## src/rtl/hue_calc.sv

```systemverilog
// Hue from signed chroma difference, chroma range and max-channel index via an iterative restoring divider.
// Optional: define HUE_ROUND_EN to round the quotient to nearest instead of truncating.
module hue_calc #(
  parameter int W     = 10,
  parameter int HUE_W = 9,
  parameter int DIV_N = W + 6
) (
  input  logic             clk,
  input  logic             rst_n,
  input  logic             in_valid,
  output logic             in_ready,
  input  logic [W:0]       num,
  input  logic [W-1:0]     delta,
  input  logic [1:0]       max_index,
  output logic             out_valid,
  input  logic             out_ready,
  output logic [HUE_W-1:0] hue
);

  typedef enum logic [1:0] {IDLE, DIV, FIX, DONE} state_t;

  localparam int CNT_W = $clog2(DIV_N);

  state_t           state;
  logic             sign_q;
  logic [DIV_N-1:0] dq;       // dividend shifting out MSB-first, quotient shifting in at LSB
  logic [W-1:0]     divisor;
  logic [HUE_W-1:0] offset;
  logic [W:0]       rem;
  logic [CNT_W-1:0] cnt;

  logic [W:0]       num_neg;
  logic [W-1:0]     mag;
  logic [DIV_N-1:0] dividend;
  logic [HUE_W-1:0] offset_sel;

  assign num_neg  = -num;
  // Only -2^W has no positive W-bit twin; it saturates to 2^W - 1.
  assign mag      = num[W] ? (num_neg[W] ? {W{1'b1}} : num_neg[W-1:0]) : num[W-1:0];
  assign dividend = DIV_N'(mag) * DIV_N'(60);

  always_comb begin
    // NOTE: every always_comb output gets a default first so no latch is inferred.
    offset_sel = '0;
    case (max_index)
      2'd1:    offset_sel = HUE_W'(120);
      2'd2:    offset_sel = HUE_W'(240);
      default: offset_sel = '0;
    endcase
  end

  logic [W:0] rem_sh;
  logic       rem_ge;
  logic [W:0] rem_nx;

  assign rem_sh = {rem[W-1:0], dq[DIV_N-1]};
  assign rem_ge = rem_sh >= {1'b0, divisor};
  assign rem_nx = rem_ge ? rem_sh - {1'b0, divisor} : rem_sh;

  logic [DIV_N:0]          q_full;
  logic [6:0]              q_sat;
  logic signed [HUE_W+1:0] off_s;
  logic signed [HUE_W+1:0] q_s;
  logic signed [HUE_W+1:0] t;
  logic [HUE_W-1:0]        fix_hue;

  always_comb begin
    q_full = {1'b0, dq};
`ifdef HUE_ROUND_EN
    if (divisor != '0 && {rem, 1'b0} >= {2'b00, divisor})
      q_full = q_full + 1'b1;
`endif
    q_sat   = (q_full > (DIV_N+1)'(60)) ? 7'd60 : q_full[6:0];
    off_s   = $signed({2'b00, offset});
    q_s     = $signed({{(HUE_W-5){1'b0}}, q_sat});
    t       = '0;
    fix_hue = '0;
    if (divisor == '0) begin
      fix_hue = '0;
    end else if (!sign_q) begin
      t       = off_s + q_s;
      fix_hue = t[HUE_W-1:0];
    end else begin
      t = off_s - q_s;
      if (t < 0) t = t + (HUE_W+2)'(360);
      fix_hue = t[HUE_W-1:0];
    end
  end

  // NOTE: sequential state uses non-blocking assignments so all registers update from pre-edge values.
  always_ff @(posedge clk or negedge rst_n) begin
    if (!rst_n) begin
      state     <= IDLE;
      in_ready  <= 1'b1;
      out_valid <= 1'b0;
      hue       <= '0;
      sign_q    <= 1'b0;
      dq        <= '0;
      divisor   <= '0;
      offset    <= '0;
      rem       <= '0;
      cnt       <= '0;
    end else begin
      case (state)
        IDLE: if (in_valid) begin
          sign_q   <= num[W];
          dq       <= dividend;
          divisor  <= delta;
          offset   <= offset_sel;
          rem      <= '0;
          cnt      <= '0;
          in_ready <= 1'b0;
          state    <= DIV;
        end
        DIV: begin
          rem <= rem_nx;
          dq  <= {dq[DIV_N-2:0], rem_ge};
          cnt <= cnt + 1'b1;
          if (cnt == CNT_W'(DIV_N-1)) state <= FIX;
        end
        FIX: begin
          hue       <= fix_hue;
          out_valid <= 1'b1;
          state     <= DONE;
        end
        DONE: if (out_ready) begin
          out_valid <= 1'b0;
          in_ready  <= 1'b1;
          state     <= IDLE;
        end
        default: state <= IDLE;
      endcase
    end
  end

endmodule

```

## config.mk

```make
export PLATFORM = sky130hd
export DESIGN_NAME = hue_calc
export DESIGN_NICKNAME = d
export VERILOG_FILES = /design/src/rtl/hue_calc.sv
export SDC_FILE = /design/constraint.sdc
export NUM_CORES = 1
export LEC_CHECK = 0
export BUFFER_PORTS_ARGS = -buffer_cell sky130_fd_sc_hd__buf_2
export CAP_MARGIN = 30
export CORE_MARGIN = 2
export CORE_UTILIZATION = 65
export CTS_BUF_LIST = sky130_fd_sc_hd__clkbuf_8
export DETAILED_ROUTE_END_ITERATION = 6
export PLACE_DENSITY = 0.85
export RECOVER_POWER = 50
export SLEW_MARGIN = 10
export SYNTH_ARGS = -nofsm -noshare
export SYNTH_HDL_FRONTEND = slang
export SYNTH_SLANG_ARGS = --single-unit
```

## constraint.sdc

```tcl
create_clock -name clk -period 9.16 [get_ports clk]
set_clock_uncertainty 0.2 [all_clocks]
set_input_delay 0.458 -clock clk [delete_from_list [all_inputs] [get_ports clk]]
set_output_delay 0.458 -clock clk [all_outputs]
set_load 0.005 [all_outputs]
```

Yosys cells after proc, flatten, opt, wreduce, memory -nomap -nowiden
Index checks and enable logic that the tools add are counted.

Memories: 0. Output and inout bits: 11. Register bits: 63. Bits in latches: 0. Bits in writable memories: 0. Memory bits (read-only): 0.

Eq/ne operators: 9. Add/subtract/negate cells: 6. $lt $le $gt $ge: 3. Bitwise operators: 0. Shift-type cells: 0. Muxes and demuxes: 23. Reductions and logical operators: 10. Divide/modulo/power cells: 0. Multipliers: 1.

Operator list (number): $mux 10 (4); $pmux 16 s2 (1); $mux 9 (3); $pmux 10 s2 (1); $gt 16x6->1 const B (1); $mux 16 (1); $pmux 8 s2 (1); $mul 10x4->14 const B (1); $ge 11x10->1 (1); $neg 11->11 (1); $logic_not 10->1 (1); $lt 10x1->1 const B (1); $sub 10x10->10 (1); $sub 9x7->10 (1); $add 9x7->9 (1); $add 9x9->9 const B (1); $pmux 2 s4 (1); $pmux 4 s2 (1); $mux 7 (1); $eq 2x2->1 const B (3); $mux 2 (3); $ne 2x2->1 const B (3); $reduce_and 2->1 (3); $reduce_and 3->1 (2); 8 further kinds (14).

Longest topological paths before layout
Depth in word-level cells: 7. Depth in mapped cells: 20.

Least setup slack after synthesis
No wires, ideal clock.

Path kind: input to register. From: in num[4]. To: reg dq[14]. Setup time: 136 ps. Arrival time: 4576 ps. Data required time: 8824 ps. Stages: 18. Setup slack: 4248 ps. Path through: or3_1 or3_1 nor3_2 nand3_2 nand2_1 mux2i_1 xnor2_1 fa_1 inv_1 ha_1 nor2b_1 o21a_1 o21ai_0 a21oi_1 a2111oi_0 a21oi_1 xnor2_1 a21oi_1.

Word-level cells in the longest chain between the ends: 6.

RTL lines: start: declaration (line 12) `input logic [W:0] num,`; $neg 11->11 (line 37) `assign num_neg = -num;`; $mux 10 (line 39) `assign mag = num[W] ? (num_neg[W] ? {W{1'b1}} : num_neg[W-1:0]) : num[W-1:0];`; $mux 10 (*) (line 39); $mul 10x4->14 (*) (line 40) `assign dividend = DIV_N'(mag) * DIV_N'(60);`; $mux 16 (*) (line 105) `IDLE: if (in_valid) begin`; $pmux 16 s2 (*) (line 104) `case (state)`; end signal: assignment (line 107) `dq <= dividend;`; end signal: assignment (line 117) `dq <= {dq[DIV_N-2:0], rem_ge};`; end: declaration (line 26) `logic [DIV_N-1:0] dq;`.

Mark *: on every way between the ends. The rest lies on a longest branch, timed or not. The select of a mux whose other input is x is not followed. A chain may end at the register's enable or synchronous reset.

Final worst setup path
Same ends and word-level chain as after synthesis.

==> impl_metrics.yaml <==
clock_network:
  post-cts-setup-buffers: 0
  numCtsBuffers: 9
  cts_tree: "done"
  root_buffer: "clkbuf_8"
  clock_sink_count: 57
  ctsHoldBuffers: 0
  htreeDepth: 3
  insertion_delay_ps: 340
  path_clk_slew_ps: 60
  clockBufferDepth: 2
  cts_repair_resize_count: 0
die:
  die-area_um2: 8170
  die_y_um: 90.4
  ioPinCount: 38
  die_w_um: 90.4
  start_util_pct: 66.9
  core.rowCount: 31
  design.core.area_um2: 7250
global_route:
  globalRouteOverflowTotal: 0
  first_global_vias: 4071
  grt_pass1_wl_um: 18300
  antenna_found_initial: 0
  grt_usage_pct: 26.9
  grt_max_degree: 58
pwr:
  swShare_pct: 45.8
  p_sw_uw: 811
  p_leak_nw: 2.61
  p_int_uw: 959
  p_per_area_nw_per_um2: 333
  combPwrFrac_pct: 60.2
  pwr-share-clk_pct: 13.4
  p_seq_share_pct: 26.4
  fin_total_pwr_mw: 1.77
  peakVddDrop_mv: 0.142
setup_path:
  r2r_start: "dq[15]$_DFFE_PN0P_"
  path_max_fanout: 9
  cp.required_ps: 9160
  rr_worst_depth: 12
  cp-end-kind: "flip-flop"
  r2r_slack_ps: 4870
  setup.worst_path.class: "in2reg"
  arrival_ps: 5240
  rr_endpoint: "hue[6]$_DFFE_PN0P_"
  start_kind: "input pin"
yosys:
  synth_top_area_share_pct: 28.9
  syn_avg_cell_area_um2: 8.74
  synth-async-reset-ratio_pct: 100
  syn-num-nets: 643
  synth_area_leaders: "dfrtp_1 (29%), ha_1 (12%), fa_1 (5.8%)"
  ys_types: 60
  synth_cells: 555
  yosysTopAreaCell: "dfrtp_1"
  synth_ff_type: "dfrtp_1"
  yosys_warnings: 0
  synth-seq-cells: 57
  synth_edf_count: 0
  synth_seq_area_share_pct: 29.4
  synthesis.area_um2: 4850
sta:
  setup_viol: 0
  worst_pin_slew_ps: 3000
  relSlewSlack_pct: -100
  rsz0062_at_grt: "no"
  finalSetupTns_ps: 0
  slew_viol_final: 58
  hold_violations: 0
  timing.final.ws_setup_ps: 3920
  fmax_ghz: 0.191
  fin_crit_sh_pct: 57.2
  fin_crit_ps: 5240
  hold_ws_ps: 138
route:
  drc: 0
  via_count: 4087
  first_iter_violations: 185
  drt_first_pass_iters: 5
  ant_nets: 0
  avgRoutedWirePerCell_um: 15.1
  vias_per_cell: 5.90
  wirelength_um: 10400
status:
  violations: "capacitance limit, slew limit"
  status: "finished, violations left"
placed_design:
  hpwl_um: 7930
  routabilityCongestion: 0.897
  io_buffers: 37
  placed_cell_area_um2: 5120
  place_ws_ps: 3660
worst_hold_path:
  hold_end: "out_valid$_DFFE_PN0P_"
  min_path_cells: 2
  hold_path.class: "in2reg"
  worstHoldStart: "out_ready"
cells_and_area:
  nNetsFinal: 678
  diodes: 0
  drive_gt1_share_pct: 13.3
  stdcell_area_um2: 5310
  syn2layout_area_growth_pct: 9.47
  nFillCells: 546
flow_run:
  maxCapViolCount: 1
worst max-delay path by stage:
stage | to | slack [ps] | start | cells after the start
3_5_place_dp | dq[14]$_DFFE_PN0P_ | 3660 | num[4] | 19
3_3_place_gp | dq[14]$_DFFE_PN0P_ | 3890 | num[4] | 19
2_1_floorplan | dq[14]$_DFFE_PN0P_ | 4250 | num[4] | 18
6_report | dq[14]$_DFFE_PN0P_ | 3920 | num[4] | 19
4_1_cts | dq[14]$_DFFE_PN0P_ | 3980 | num[4] | 19
5_1_grt | dq[14]$_DFFE_PN0P_ | 3550 | num[4] | 19
logic make-up after synthesis:
kind of cell | Yosys count | synth area share (%)
buffers and inverters | 81 | 6.30
XOR/XNOR | 34 | 6.14
adder cells (fa/ha/maj) | 62 | 18.1
multiplexers | 33 | 7.22
flip-flops | 57 | 29.4
AO/OA/AOI/OAI | 135 | 17.4
AND/OR/NAND/NOR | 151 | 15.2
other | 2 | 0.155
layout make-up:
| cell class | count | area [µm²] | share of cell area [%] |
|---|---|---|---|
| repair buffers | 40 | 201 | 3.79 |
| flip-flops and latches | 57 | 1430 | 26.9 |
| multi-input cells | 417 | 3120 | 58.7 |
| clock inverters | 4 | 43.8 | 0.825 |
| well taps | 99 | 124 | 2.33 |
| clock buffers | 11 | 151 | 2.85 |
| inverters | 65 | 244 | 4.60 |
synthesized netlist by cell type, types with 2 or more instances:
cell	n
fa_1	14
conb_1	2
xnor2_1	25
mux2_2	15
a31oi_1	6
nor3_1	6
o21bai_1	3
nand2_1	47
o2bb2ai_1	2
a21oi_1	33
nand4_1	6
nor2_1	39
xor2_1	9
nand3_1	16
nand2b_1	6
a32o_1	2
or2_2	3
dfrtp_1	56
o22ai_1	5
nor4_1	5
or3_1	3
nor2b_1	7
a211oi_1	5
a2111oi_0	2
clkbuf_1	13
ha_1	47
o21ai_0	45
a221o_1	2
o31ai_1	4
o21a_1	7
mux2i_1	17
buf_1	2
a21o_1	4
inv_1	64
a22o_1	5
o31ai_2	2
and3_1	3
registers in the layout (all words and copies together) (netlist names):
| name | flops |
|---|---|
| offset | 3 |
| dq | 16 |
| out_valid | 1 |
| cnt | 4 |
| sign_q | 1 |
| divisor | 10 |
| rem | 10 |
| hue | 9 |
| in_ready | 1 |
| state | 2 |
power groups by stage:
stage / sequential (mW) / combinational [mW] / clock (mW)
finish: 0.467 / 1.07 / 0.236
global route: 0.483 / 1.19 / 0.249
CTS: 0.465 / 1.06 / 0.237
detailed placement: 0.468 / 1.05 / 0
global placement: 0.460 / 0.991 / 0
floorplan: 0.434 / 0.840 / 0
layer usage:
metal / vias up / GRT usage [%] / wire, µm
li1: 1994 / - / -
met2: 114 / 47.6 / 5230
met3: 25 / 4.09 / 457
met5: - / 0 / 0
met4: 0 / 9.74 / 216
met1: 1954 / 33.3 / 4540
stage by stage:
| step | instances | util, % |
|---|---|---|
| 3_5_place_dp | 678 | 70.6 |
| 6_report | 693 | 73.2 |
| 2_1_floorplan | 555 | - |
| 5_1_grt | 693 | 73.2 |
| 3_3_place_gp | 678 | 70.6 |
| 4_1_cts | 693 | 73.3 |
critical path, cell delays in order:
cell and delay, ps:
buf_2 110, or3_1 390, or3_1 370, nor3_2 220
nand3_2 220, nand2_1 260, mux2i_1 370, xnor2_1 150
fa_1 540, inv_1 60, ha_1 340, nor2b_1 170
o21a_1 180, o21ai_0 210, a21oi_1 110, a2111oi_0 660
a21oi_1 180, xnor2_1 160, a21oi_1 80
placed cells by master (no fill, tap or decap), types with 3 or more instances in the layout:
cell type / count
nor3_1: 6
nand3_1: 16
and3_1: 3
xnor2_1: 25
o31ai_1: 4
o22ai_1: 5
a21o_1: 4
nor4_1: 5
clkbuf_1: 3
mux2_2: 15
a22o_1: 5
or3_1: 3
nand2b_1: 6
a31oi_1: 6
o21bai_1: 3
or2_2: 3
clkbuf_8: 11
a21oi_1: 33
dfrtp_1: 56
buf_2: 35
nand4_1: 6
inv_1: 65
fa_1: 14
xor2_1: 9
nor2_1: 39
ha_1: 47
nor2b_1: 7
mux2i_1: 17
nand2_1: 47
o21ai_0: 45
o21a_1: 7
a211oi_1: 5
(Power assumes the default switching activity.)
